`src/rtl/frame_spill_ctrl_pkg.sv`:
```
// frame_spill_ctrl_pkg: shared FSM states, op encoding, special register indices and popcount helper
package frame_spill_ctrl_pkg;
  typedef enum logic [2:0] {IDLE, SCAN, ACCESS, WB, FINISH} state_t;
  localparam logic OP_SAVE = 1'b0;
  localparam logic OP_RESTORE = 1'b1;
  localparam logic [3:0] FB_REG = 4'hd;
  localparam logic [3:0] ACC_REG = 4'hf;
  function automatic logic [3:0] popcount8(input logic [7:0] m);
    popcount8 = '0;
    for (int j = 0; j < 8; j++) popcount8 = popcount8 + {3'd0, m[j]};
  endfunction
endpackage

```
`src/rtl/frame_spill_ctrl_lowest_bit_finder.sv`:
```
// lowest_bit_finder: index of the lowest set bit of an 8-bit mask
//   mask  in  8 : candidate bits
//   idx   out 3 : index of the lowest set bit (0 when mask is empty)
//   valid out 1 : mask has at least one bit set
module lowest_bit_finder (
  input  logic [7:0] mask,
  output logic [2:0] idx,
  output logic       valid
);
  always_comb begin
    idx = '0;
    for (int j = 7; j >= 0; j--) if (mask[j]) idx = 3'(j);
  end
  assign valid = |mask;
endmodule

```
`src/rtl/frame_spill_ctrl.sv`:
```
// frame_spill_ctrl: saves/restores masked registers r0..r7 to/from a frame below/above r13
//   clk, rst_n                 : clock, async active-low reset
//   start, op, mask, fb_in     : request, 0=save 1=restore, register mask, current r13
//   busy, done, fb_we, fb_wdata: status, completion pulse, r13 update
//   rf_addr/rf_rdata/rf_we/rf_wdata          : register-file port (read is combinational)
//   mem_req/mem_we/mem_addr/mem_wdata/mem_ack/mem_rdata : memory port, request held until ack
module frame_spill_ctrl
  import frame_spill_ctrl_pkg::*;
#(
  parameter int DATA_W = 8,
  parameter int ADDR_W = 8
) (
  input  logic              clk,
  input  logic              rst_n,
  input  logic              start,
  input  logic              op,
  input  logic [7:0]        mask,
  input  logic [ADDR_W-1:0] fb_in,
  output logic              busy,
  output logic              done,
  output logic              fb_we,
  output logic [ADDR_W-1:0] fb_wdata,
  output logic [3:0]        rf_addr,
  input  logic [DATA_W-1:0] rf_rdata,
  output logic              rf_we,
  output logic [DATA_W-1:0] rf_wdata,
  output logic              mem_req,
  output logic              mem_we,
  output logic [ADDR_W-1:0] mem_addr,
  output logic [DATA_W-1:0] mem_wdata,
  input  logic              mem_ack,
  input  logic [DATA_W-1:0] mem_rdata
);
  state_t state;
  logic op_r;
  logic [7:0] mask_r, mask_clr, f_in;
  logic [ADDR_W-1:0] fb_r, n_a, k_a;
  logic [3:0] n, k, nxt_addr;
  logic [2:0] cur, f_idx;
  logic f_v;
  assign mask_clr = mask_r & ~(8'd1 << cur);
  // The finder looks at the mask the FSM is about to hold, so rf_addr is
  // already registered to the visited register when SCAN samples rf_rdata.
  assign f_in = state == IDLE ? mask : state == ACCESS ? mask_clr : mask_r;
  assign nxt_addr = f_v ? {1'b0, f_idx} : ACC_REG;
  assign n_a = ADDR_W'(n);
  assign k_a = ADDR_W'(k);
  lowest_bit_finder u_lbf (.mask(f_in), .idx(f_idx), .valid(f_v));
  always_ff @(posedge clk or negedge rst_n)
    if (!rst_n) begin
      state <= IDLE;
      op_r <= OP_SAVE;
      mask_r <= '0;
      fb_r <= '0;
      n <= '0;
      k <= '0;
      cur <= '0;
      busy <= 1'b0;
      done <= 1'b0;
      fb_we <= 1'b0;
      fb_wdata <= '0;
      rf_addr <= ACC_REG;
      rf_we <= 1'b0;
      rf_wdata <= '0;
      mem_req <= 1'b0;
      mem_we <= 1'b0;
      mem_addr <= '0;
      mem_wdata <= '0;
    end else
      case (state)
        IDLE:
          if (start) begin
            op_r <= op;
            mask_r <= mask;
            fb_r <= fb_in;
            n <= popcount8(mask);
            k <= '0;
            cur <= f_idx;
            rf_addr <= nxt_addr;
            busy <= 1'b1;
            state <= SCAN;
          end
        SCAN: begin
          rf_addr <= ACC_REG;
          if (mask_r == '0) begin
            done <= 1'b1;
            fb_we <= 1'b1;
            fb_wdata <= op_r == OP_RESTORE ? fb_r + n_a : fb_r - n_a;
            state <= FINISH;
          end else begin
            mem_req <= 1'b1;
            mem_we <= op_r == OP_SAVE;
            mem_addr <= op_r == OP_RESTORE ? fb_r + k_a : fb_r - n_a + k_a;
            mem_wdata <= op_r == OP_SAVE ? rf_rdata : '0;
            state <= ACCESS;
          end
        end
        ACCESS:
          if (mem_ack) begin
            mask_r <= mask_clr;
            k <= k + 4'd1;
            mem_req <= 1'b0;
            mem_we <= 1'b0;
            mem_addr <= '0;
            mem_wdata <= '0;
            if (op_r == OP_SAVE) begin
              cur <= f_idx;
              rf_addr <= nxt_addr;
              state <= SCAN;
            end else begin
              rf_we <= 1'b1;
              rf_addr <= {1'b0, cur};
              rf_wdata <= mem_rdata;
              state <= WB;
            end
          end
        WB: begin
          rf_we <= 1'b0;
          rf_wdata <= '0;
          cur <= f_idx;
          rf_addr <= nxt_addr;
          state <= SCAN;
        end
        FINISH: begin
          done <= 1'b0;
          fb_we <= 1'b0;
          fb_wdata <= '0;
          busy <= 1'b0;
          state <= IDLE;
        end
        default: state <= IDLE;
      endcase
endmodule

```
`config.mk`:
```
export PLATFORM = sky130hd
export DESIGN_NAME = frame_spill_ctrl
export DESIGN_NICKNAME = d
export VERILOG_FILES = /design/src/rtl/frame_spill_ctrl_pkg.sv /design/src/rtl/frame_spill_ctrl_lowest_bit_finder.sv /design/src/rtl/frame_spill_ctrl.sv
export SDC_FILE = /design/constraint.sdc
export NUM_CORES = 1
export LEC_CHECK = 0
export ABC_AREA = 1
export BUFFER_PORTS_ARGS = -buffer_cell sky130_fd_sc_hd__buf_4
export CORE_MARGIN = 1
export CORE_UTILIZATION = 55
export DETAILED_ROUTE_END_ITERATION = 7
export GPL_ROUTABILITY_DRIVEN = 0
export PLACE_DENSITY = 0.79
export SYNTH_ARGS = -nofsm -noshare
export SYNTH_HDL_FRONTEND = slang
export SYNTH_HIERARCHICAL = 1
export SYNTH_SLANG_ARGS = --single-unit
```
`constraint.sdc`:
```
create_clock -name clk -period 3 [get_ports clk]
set_input_delay 0.15 -clock clk [delete_from_list [all_inputs] [get_ports clk]]
set_output_delay 0.15 -clock clk [all_outputs]
set_load 0.01 [all_outputs]
```
Word-level counts from Yosys, hierarchy flattened
Cells that the tools add are included.
Word-level totals
  register bits after elaboration: 72
  bits of input ports: 37
  output and inout port bits: 42
Cells by class
  add/sub/neg operators: 12
  equality and inequality tests: 10
  shift-type cells: 1
  mux-type cells: 55
  bitwise operators: 3
  reduce and logical (&&, ||, !) cells: 19
Operators with widths (number)
  $mux W8: 13
  $pmux W8 S2: 5
  $mux W3: 14
  $add A8 B4 Y8: 3
  $mux W4: 6
  $add A4 B1 Y4: 4
  $pmux W4 S4: 1
  $ne A2 B2 Y1 const B: 6
  $pmux W3 S4: 1
  $reduce_and A3 Y1: 4
  $pmux W1 S2: 5
  $reduce_bool A2 Y1: 5
  $pmux W3 S3: 1
  $and A8 B8 Y8: 1
  $logic_not A8 Y1: 1
  $not A8 Y8: 1
  $pmux W4 S2: 1
  $reduce_and A2 Y1: 4
  $reduce_or A8 Y1: 1
  $shl A1 B3 Y8 const A: 1
  $sub A8 B4 Y8: 1
  $mux W1: 7
  $eq A3 B2 Y1 const B: 2
  $add A3 B1 Y4: 1
  other kinds (11): 11

Longest topological paths before layout
Gate-level depths: netlist (run 1).
  word-level depth: 17
  gate-level depth with buffers: 19
  gate-level depth less buffers: 19

Modules after synthesis
The synthesis (run 1) kept the hierarchy.
Modules (own cells, without submodules)
  frame_spill_ctrl: instances 1, cells each 497, area each 4035.1 um2, sequential area each 1806.7 um2
  lowest_bit_finder: instances 1, cells each 22, area each 98.8 um2, sequential area each 0.0 um2

Least setup slack after synthesis (run 1)
No wires, ideal clock.
  kind: reg2reg
  start point: register fb_r[0]
  end point: register mem_addr[6]
  setup time: 0.076 ns
  arrival time: 2.588 ns
  setup slack: 0.336 ns
  stages on the path, launching flop included: 15
  path buffers: 0
  cells stage by stage: dfrtp_1 > inv_1 > ha_1 > inv_1 > fa_1 > or2_2 > a21oi_1 > nor2_1 > ha_1 > inv_1 > o31ai_1 > nand3_1 > o21ai_0 > nand2_1 > o21ai_1
Between the ends
  cells in the longest elaborated chain, start to end: 5
  elaborated cells between the ends (all ways): 6
  those cells by class: add/sub: 3; mux: 3
RTL lines
  from (decl): RTL line frame_spill_ctrl.sv:37  | logic [ADDR_W-1:0] fb_r, n_a, k_a;
  from (signal assigned): RTL line frame_spill_ctrl.sv:75  | fb_r <= fb_in;
  $sub A8 B4 Y8: RTL line frame_spill_ctrl.sv:93  | mem_addr <= op_r == OP_RESTORE ? fb_r + k_a : fb_r - n_a + k_a;
  $add A8 B4 Y8: RTL line frame_spill_ctrl.sv:93
  $mux W8 (*): RTL line frame_spill_ctrl.sv:93
  $mux W8 (*): RTL line frame_spill_ctrl.sv:85  | if (mask_r == '0) begin
  $pmux W8 S2 (*): RTL line frame_spill_ctrl.sv:70  | case (state)
  to (signal assigned): RTL line frame_spill_ctrl.sv:93
  to (decl): RTL line frame_spill_ctrl.sv:29  | output logic [ADDR_W-1:0] mem_addr,
Mark *: on every way between the ends. The rest lies on a longest branch, timed or not. The select of a mux whose other input is x is not followed.
A chain may end at the register's enable or synchronous reset.

Worst setup path in the final report (run 1)
Same ends and word-level chain as after synthesis.

==> impl_metrics.tcl, run 1 <==
set metrics [dict create \
    start_util_pct 57.00 \
    netlist.area_leader.share_pct 41.16 \
    grt_max_degree 73 \
    ys_ff_latch 72 \
    finalCriticalPeriod_ns 2.857 \
    avgRoutedWirePerCell_um 13.97 \
    die_w_um 88.70 \
    min_path_cells 3 \
    dp_hpwl_mm 6.990 \
    synth-async-reset-ratio_pct 100.0 \
    worstSkewPairLatency_ns 0.37 \
    crit_arrival_ns 3.11 \
    criticalPathCategory "reg -> reg" \
    via_count 3832 \
    diodes 0 \
    dp_cells 686 \
    skew_ns 0.01089 \
    maxCapViolations 0 \
    cp_cell_sequence "inv_2, ha_2, inv_2, fa_2, or2_4, a21oi_2, nor2_1, ha_1, inv_1, o31ai_2, nand3_1, nor3_1, o21ai_1" \
    clk_pin_slew_ns 0.08 \
    cts_buffers 9 \
    antenna_left 0 \
    worstPathRequired_ns 3.26 \
    grt_util_met1_pct 37.03 \
    drt_iter0_markers 238 \
    ys_top_cells_by_area "dfrtp_1, nand2_1, o21ai_0" \
    syn-instance-count 519 \
    grt_overflow 0 \
    num_rows 31 \
    grt.total_usage_pct 26.94 \
    cp_common_cell "inv_2" \
    yosys.area.top_type "dfrtp_1" \
    worstSetupEndpointType "flop" \
    max_freq_mhz 350.0 \
    critPathMaxFanout 4 \
    relSlewSlack_pct 40.37 \
    ys_types 36 \
    vdd_drop_max_mv 0.5223 \
    synth_ff_type "dfrtp_1" \
    cp-start-kind "flop" \
    grt_util_met3_pct 4.664 \
    fin_cells 711 \
    synthMostInstantiatedCell "nand2_1" \
    ys_warn_count 6 \
    grt_antenna_before_repair 0 \
    die_y_um 88.70 \
    fin_setup_tns_ns 0 \
    avgSynthCellArea_um2 7.965 \
    synth_edf_count 0 \
    cts_num_sinks 72 \
    drcViolationCount 0 \
    grt_pass1_wl_mm 16.14 \
    synth_area_um2 4134 \
    via_per_inst 5.390 \
    first_global_vias 3511 \
    hold_violations 0 \
    seq_area_frac_synth_pct 43.70 \
    grtUsageMet2_pct 43.22 \
    hold_end "fb_r[5]$_DFFE_PN0P_" \
    ios 79 \
    finalNetCount 667 \
    drt_wl_total_mm 9.933 \
    status "finished, final reports clean" \
    fin_ws_ns 0.1431 \
    r2r_slack_ns 0.14 \
    synthToLayoutAreaGrowth_pct 25.18 \
    first_pass_iters 5 \
    r2r-start "fb_r[0]$_DFFE_PN0P_" \
    tritoncts "yes" \
    drv_slew 0 \
    htree_levels 3 \
    portBuffers 78 \
    hp-start "fb_in[5]" \
    busiest_layer "met2" \
    setup-violations-final 0 \
    timing.rr.end "mem_addr[6]$_DFFE_PN0P_" \
    die-area_um2 7867 \
    slowest_delay_ns 0.41 \
    p_leak_nw 2.658 \
    core-area_um2 7253 \
    root_buffer "clkbuf_8" \
    p_per_area_nw_per_um2 1172 \
    synthTopCellsByCount "nand2_1, dfrtp_1, o21ai_0, inv_1, nand3_1" \
    final_util_pct 71.35 \
    min_path_type "in -> reg" \
    final_layout_size_suffix_gt1_share_pct 22.22 \
    crit_slowest_cell "dfrtp_1" \
    clockBufferDepth 2 \
    period_share_pct 95.23 \
    pre_cts_ws_ns 0.08052 \
    tightest_slew_ns 0.8944 \
    synth_fp_nets 579 \
    reg2reg_depth 13 \
]
==> kinds of logic (layout without fill, tap and decap cells) <==
kind of cell | Yosys count | after routing | share of synthesized area, %
buffers and inverters | 77 | 170 | 7.445
adder cells (fa/ha/maj) | 23 | 23 | 8.232
flip-flops | 72 | 72 | 43.70
AO/OA/AOI/OAI | 98 | 98 | 13.74
XOR/XNOR | 5 | 5 | 1.059
AND/OR/NAND/NOR | 244 | 244 | 25.82
==> worst max path at each step <==
stage                         from                 endpoint  slack (ns)  cells after the start
3_5_place_dp   fb_r[0]$_DFFE_PN0P_  mem_addr[6]$_DFFE_PN0P_        0.08                     13
3_3_place_gp   fb_r[0]$_DFFE_PN0P_  mem_addr[6]$_DFFE_PN0P_        0.18                     14
5_1_grt        fb_r[0]$_DFFE_PN0P_  mem_addr[7]$_DFFE_PN0P_       -0.07                     18
2_1_floorplan  fb_r[0]$_DFFE_PN0P_  mem_addr[6]$_DFFE_PN0P_        0.34                     14
6_report       fb_r[0]$_DFFE_PN0P_  mem_addr[6]$_DFFE_PN0P_        0.14                     13
4_1_cts        fb_r[0]$_DFFE_PN0P_  mem_addr[6]$_DFFE_PN0P_        0.07                     14
==> registers in the layout (all words and copies together), names as in the netlist <==
name       flops
fb_r           8
fb_wdata       8
mask_r         8
mem_addr       8
mem_wdata      8
rf_wdata       8
k              4
n              4
rf_addr        4
cur            3
state          3
busy           1
fb_we          1
mem_req        1
mem_we         1
op_r           1
rf_we          1
==> cells in the final DEF, fill, tap and decap left out, drive strengths merged, types with 3 or more instances in the layout <==
| master | Yosys | routed |
|---|---|---|
| xor2 | 5 | 5 |
| a31oi | 4 | 4 |
| nor2 | 36 | 36 |
| ha | 16 | 16 |
| dlygate4sd3 | 0 | 7 |
| dfrtp | 68 | 68 |
| nand2 | 147 | 147 |
| o21ai | 64 | 64 |
| buf | 7 | 83 |
| inv | 64 | 66 |
| nand3 | 39 | 39 |
| clkbuf | 6 | 9 |
| a32o | 10 | 10 |
| fa | 7 | 7 |
| dfstp | 4 | 4 |
| nand4 | 5 | 5 |
| nor3 | 13 | 13 |
| bufinv | 0 | 3 |
| a21oi | 15 | 15 |
==> where the power goes <==
group          internal, mW  leakage (nW)  total, mW  switching, mW
logic                  1.29          1.62       3.32           2.04
clock network         0.564         0.126      0.977          0.413
registers              1.42         0.913       1.77          0.349
==> per-layer routing <==
layer | wire (um) | share of wire, %
met1 | 4467 | 45
met2 | 4706 | 47
met3 | 622 | 6.3
met4 | 136 | 1.4
met5 | 0 | 0
==> layout make-up <==
type                       count  area, um2
clock buffer                   9      123.9
tap                           99      123.9
timing repair buffer          90      693.2
clock inverter                 7      127.6
multi-input combinational    370       2059
inverter                      64      240.2
sequential                    72       1807
fill                         586       2078
==> critical path, delay by kind of cell (launching register included) <==
| family | cells | cell delay [ns] |
|---|---|---|
| buf+inv | 3 | 0.21 |
| compound gates | 3 | 0.50 |
| flops | 1 | 0.41 |
| fa+ha+maj | 3 | 0.93 |
| simple gates | 4 | 0.70 |
==> per-stage QoR <==
| stage | cell area, um2 | power, mW | hold WS (ns) |
|---|---|---|---|
| CTS | 5120 | 5.938 | 0.004911 |
| global placement | 4798 | 4.829 | 0.3312 |
| global route | 5175 | 6.619 | 0.01780 |
| finish | 5175 | 6.064 | 0.003638 |
| floorplan | 4134 | 3.956 | -0.1456 |
| detailed placement | 4798 | 4.944 | 0.3353 |
==> timing repair <==
item | CTS | global route
hold endpoints to repair | 74 | 0
resized for setup | 0 | 14
hold buffers | 7 | 0
setup buffers | 0 | 2
endpoints found under the setup margin | 0 | 3
Note: power is estimated with default switching activity, not from simulation.
==> run 2: changes to the inputs <==
Settings changed: CORE_UTILIZATION 55 to 56, PLACE_DENSITY 0.79 to 0.81.
==> run 2 against run 1 <==
Flip-flop and latch count unchanged. Via count down 0.97%. Power down 0.47%. Clock skew up 0.0024 ns. Critical path type unchanged.
==> impl_metrics.tcl, run 2 (same netlist as run 1, synthesis figures left out) <==
set metrics [dict create \
    grt_util_met1_pct 37.56 \
    finalNetCount 666 \
    cts_num_sinks 72 \
    crit_slowest_cell "fa_2" \
    cp_cell_sequence "inv_1, ha_1, inv_1, fa_2, nor2_1, inv_1, o21ai_0, fa_1, o31ai_2, nand3_1, o21ai_0, nand2_1, o21ai_1" \
    tritoncts "yes" \
    busiest_layer "met2" \
    tightest_slew_ns 0.8918 \
    skew_ns 0.01327 \
    critPathMaxFanout 3 \
    via_per_inst 5.368 \
    die_y_um 87.92 \
    dp_hpwl_mm 7.188 \
    grt_pass1_wl_mm 16.28 \
    min_path_type "in -> reg" \
    pre_cts_ws_ns 0.1276 \
    grt_overflow 0 \
    hp-start "fb_in[4]" \
    finalCriticalPeriod_ns 2.861 \
    cp_top_family "adder cells" \
    cp_common_cell "inv_1" \
    grt_max_degree 73 \
    holdWs_ns 0.01165 \
    die_w_um 87.92 \
    worstSetupEndpointType "flop" \
    antenna_left 0 \
    diodes 0 \
    slowest_delay_ns 0.52 \
    r2r-start "fb_r[0]$_DFFE_PN0P_" \
    grt.total_usage_pct 27.60 \
    layout_commonest_cell "nand2_1" \
    crit_arrival_ns 3.15 \
    core-area_um2 6944 \
    start_util_pct 59.53 \
    first_global_vias 3506 \
    p_per_area_nw_per_um2 1174 \
    grt_util_met3_pct 5.278 \
    cp-start-kind "flop" \
    final_layout_size_suffix_gt1_share_pct 21.11 \
    status "finished, final reports clean" \
    portBuffers 78 \
    worstPathRequired_ns 3.29 \
    period_share_pct 95.38 \
    criticalPathCategory "reg -> reg" \
    via_count 3795 \
    fin_ws_ns 0.1386 \
    startpoint "fb_r[0]$_DFFE_PN0P_" \
    final_cell_mix "nand2_1, buf_4, dfrtp_1, o21ai_0, inv_1" \
    avgRoutedWirePerCell_um 13.87 \
    drv_slew 0 \
    cts_buffers 9 \
    maxCapViolations 0 \
    ios 79 \
    setup-violations-final 0 \
    synthToLayoutAreaGrowth_pct 24.33 \
    root_buffer "clkbuf_8" \
    max_freq_mhz 349.5 \
    drt_iter0_markers 183 \
    grtUsageMet2_pct 44.12 \
    clk_pin_slew_ns 0.09 \
    clockBufferDepth 2 \
    htree_levels 3 \
    relSlewSlack_pct 40.55 \
    worstSkewPairLatency_ns 0.36 \
    p_leak_nw 2.652 \
    num_rows 30 \
    die-area_um2 7730 \
    vdd_drop_max_mv 0.5456 \
    total_power_mw 6.036 \
    hold_violations 0 \
    drcViolationCount 0 \
    first_pass_iters 4 \
    drt_wl_total_mm 9.809 \
    final_util_pct 74.02 \
    critPathBufInv 3 \
    grt_antenna_before_repair 0 \
]
run 2: final cells by class:
type | instances | area [um2]
multi-input combinational | 370 | 2036
fill | 525 | 1804
timing repair buffer | 89 | 685.7
sequential | 72 | 1807
clock buffer | 9 | 123.9
tap | 96 | 120.1
inverter | 64 | 240.2
clock inverter | 7 | 127.6
run 2: layer usage:
metal  vias up  part of all wire (%)
met5         -                     0
met4         0                   2.2
met3        19                   5.9
met2       143                    47
met1      1753                    44
li1       1880                     -
run 2: final timing paths:
| check | slack [ns] | depth (start not counted) | end |
|---|---|---|---|
| max | 0.14 | 13 | mem_addr[6]$_DFFE_PN0P_ |
| min | 0.01 | 3 | fb_r[4]$_DFFE_PN0P_ |
| max reg2reg | 0.14 | 13 | mem_addr[6]$_DFFE_PN0P_ |
| min reg2reg | 0.48 | 2 | mem_req$_DFFE_PN0P_ |
| max in group asynchronous | 1.96 | 2 | fb_wdata[2]$_DFFE_PN0P_ |
| min in group asynchronous | 0.44 | 2 | mem_addr[7]$_DFFE_PN0P_ |
run 2: per-stage QoR:
stage / instances / TNS [ns] / instance area (um2)
after floorplan: 519 / 0 / 4134
after global placement: 683 / 0 / 4795
after detailed placement: 683 / 0 / 4795
after CTS: 706 / 0 / 5116
after global routing: 707 / -0.03017 / 5140
final: 707 / 0 / 5140
run 2: worst min-delay path: cells and delay by family:
kind / cells / cell delay (ns)
buffers and inverters: 1 / 0.08
AND/OR/NAND/NOR: 1 / 0.04
AO/OA/AOI/OAI: 1 / 0.06
run 2: where the power goes:
| group | switching [mW] | internal, mW |
|---|---|---|
| Clock | 0.412 | 0.564 |
| Combinational | 2.02 | 1.27 |
| Sequential | 0.348 | 1.42 |
run 2: repair_timing:
item / 4_1_cts / 5_1_grt
endpoints found under the setup margin: 0 / 2
hold endpoints to repair: 74 / 0
hold buffers: 7 / 0
resized for setup: 0 / 5
buffers inserted: 0 / 1
==> run 3: changes to the inputs <==
Clock period 3 ns to 2.85 ns, I/O delays scaled along.
==> run 3 against run 2 <==
Design area grew 0.88%. Flip-flop and latch count is the same. Clock power shrank 15%. Critical path depth is the same. Non-clock buffer count grew 4. Via count grew 3.3%. Critical path type unchanged. Largest cell class unchanged.
==> impl_metrics.tcl, run 3 (same netlist as run 1, synthesis figures left out) <==
set metrics [dict create \
    finalCriticalPeriod_ns 2.788 \
    die-area_um2 7730 \
    holdWs_ns 0.005357 \
    relSlewSlack_pct 40.59 \
    via_count 3919 \
    grt_overflow 0 \
    total_power_mw 6.373 \
    r2r-start "fb_r[0]$_DFFE_PN0P_" \
    cp_cell_sequence "inv_2, ha_2, inv_2, fa_2, nor2_1, inv_1, o21ai_0, fa_2, o31ai_4, nand3_2, o21ai_0, nand2_1, o21ai_1" \
    crit_cells 13 \
    drt_wl_total_mm 9.919 \
    cp_top_family "adder cells" \
    die_y_um 87.92 \
    cts_num_sinks 72 \
    worstSetupEndpointType "flop" \
    avgRoutedWirePerCell_um 13.95 \
    htree_levels 3 \
    layout_commonest_cell "nand2_1" \
    timing.rr.end "mem_addr[6]$_DFFE_PN0P_" \
    fin_setup_tns_ns 0 \
    grt_max_degree 73 \
    worstPathRequired_ns 3.13 \
    antenna_left 0 \
    worstSetupEndpoint "mem_addr[6]$_DFFE_PN0P_" \
    pre_cts_ws_ns -0.05025 \
    tritoncts "yes" \
    crit_arrival_ns 3.07 \
    portBuffers 78 \
    skew_ns 0.006734 \
    first_pass_iters 5 \
    grt_antenna_before_repair 0 \
    clockBufferDepth 2 \
    worstSkewPairLatency_ns 0.36 \
    ios 79 \
    p_leak_nw 2.638 \
    criticalPathCategory "reg -> reg" \
    reg2reg_depth 13 \
    drt_iter0_markers 210 \
    period_share_pct 97.83 \
    dp_hpwl_mm 7.112 \
    vdd_drop_max_mv 0.5602 \
    crit_slowest_cell "fa_2" \
    synthToLayoutAreaGrowth_pct 25.42 \
    drcViolationCount 0 \
    hold_violations 0 \
    diodes 0 \
    r2r_slack_ns 0.06 \
    final_util_pct 74.67 \
    maxCapViolations 0 \
    grt.total_usage_pct 26.84 \
    finalNetCount 670 \
    final_layout_size_suffix_gt1_share_pct 23.25 \
    critPathBufInv 3 \
    setup-violations-final 0 \
    clk_pin_slew_ns 0.08 \
    cp-start-kind "flop" \
    grt_pass1_wl_mm 15.90 \
    tightest_slew_ns 0.8912 \
    start_util_pct 59.53 \
    num_rows 30 \
    final_cell_mix "nand2_1, buf_4, dfrtp_1, o21ai_0, inv_1" \
    startpoint "fb_r[0]$_DFFE_PN0P_" \
    core-area_um2 6944 \
    die_w_um 87.92 \
    via_per_inst 5.512 \
    root_buffer "clkbuf_8" \
    max_freq_mhz 358.7 \
    min_path_type "in -> reg" \
    drv_slew 0 \
    slowest_delay_ns 0.51 \
    p_per_area_nw_per_um2 1229 \
    critPathMaxFanout 3 \
    cts_buffers 9 \
    fin_ws_ns 0.06192 \
    first_global_vias 3554 \
    status "finished, final reports clean" \
]
==> run 3: changes by cell type in the layout (fill, tap and decap cells not counted), moves of 3 or more <==
cell	change
buf_4	+4
clkinvlp_4	+3
nand3_1	-4
nand3_2	+4
==> run 3: worst min-delay path by stage <==
stage / cells past startpoint / from / end / slack [ns]
after CTS: 3 / mem_rdata[2] / rf_wdata[2]$_DFFE_PN0P_ / 0.004
after detailed placement: 1 / rst_n / mem_addr[7]$_DFFE_PN0P_ / 0.32
after global placement: 1 / rst_n / mem_addr[7]$_DFFE_PN0P_ / 0.32
after global routing: 3 / mem_rdata[2] / rf_wdata[2]$_DFFE_PN0P_ / 0.01
final: 3 / fb_in[4] / fb_r[4]$_DFFE_PN0P_ / 0.005
after floorplan: 0 / rst_n / busy$_DFFE_PN0P_ / -0.15
==> run 3: where the power goes <==
part / total, mW / switching (mW) / internal [mW]
Combinational: 3.68 / 2.23 / 1.45
Sequential: 1.86 / 0.371 / 1.49
Clock: 0.831 / 0.420 / 0.411
Total: 6.37 / 3.02 / 3.35
==> run 3: metal layers <==
metal	track usage [%]	part of all wire, %	up-vias
met3	4.147	7.1	21
met5	0	0	-
li1	-	-	1885
met2	42.28	47	184
met1	36.95	44	1829
met4	11.77	2.2	0
==> run 3: repair_timing <==
action | in CTS | in global routing
gates resized for setup | 2 | 16
buffers inserted | 0 | 3
pin swaps | 0 | 11
hold buffers | 7 | 0
setup endpoints to repair | 2 | 3
hold endpoints to repair | 74 | 0
==> run 3: through the flow <==
stage | cell area [um2] | cells
2_1_floorplan | 4134 | 519
3_3_place_gp | 4810 | 685
3_5_place_dp | 4810 | 685
4_1_cts | 5090 | 708
5_1_grt | 5185 | 711
6_report | 5185 | 711
==> run 3: cell type report <==
class,count,area [um2]
inverters,64,240.2
multi-input cells,370,2100
well taps,96,120.1
fillers,513,1759
clock buffers,9,123.9
clock inverters,7,78.83
flip-flops and latches,72,1807
repair buffers,93,715.7
==> run 3: worst reg2reg max path: stages, from the launching register on <==
cell,delay [ns]
dfrtp_1,0.41
inv_2,0.07
ha_2,0.16
inv_2,0.05
fa_2,0.51
nor2_1,0.04
inv_1,0.07
o21ai_0,0.13
fa_2,0.42
o31ai_4,0.29
nand3_2,0.13
o21ai_0,0.22
nand2_1,0.08
o21ai_1,0.13
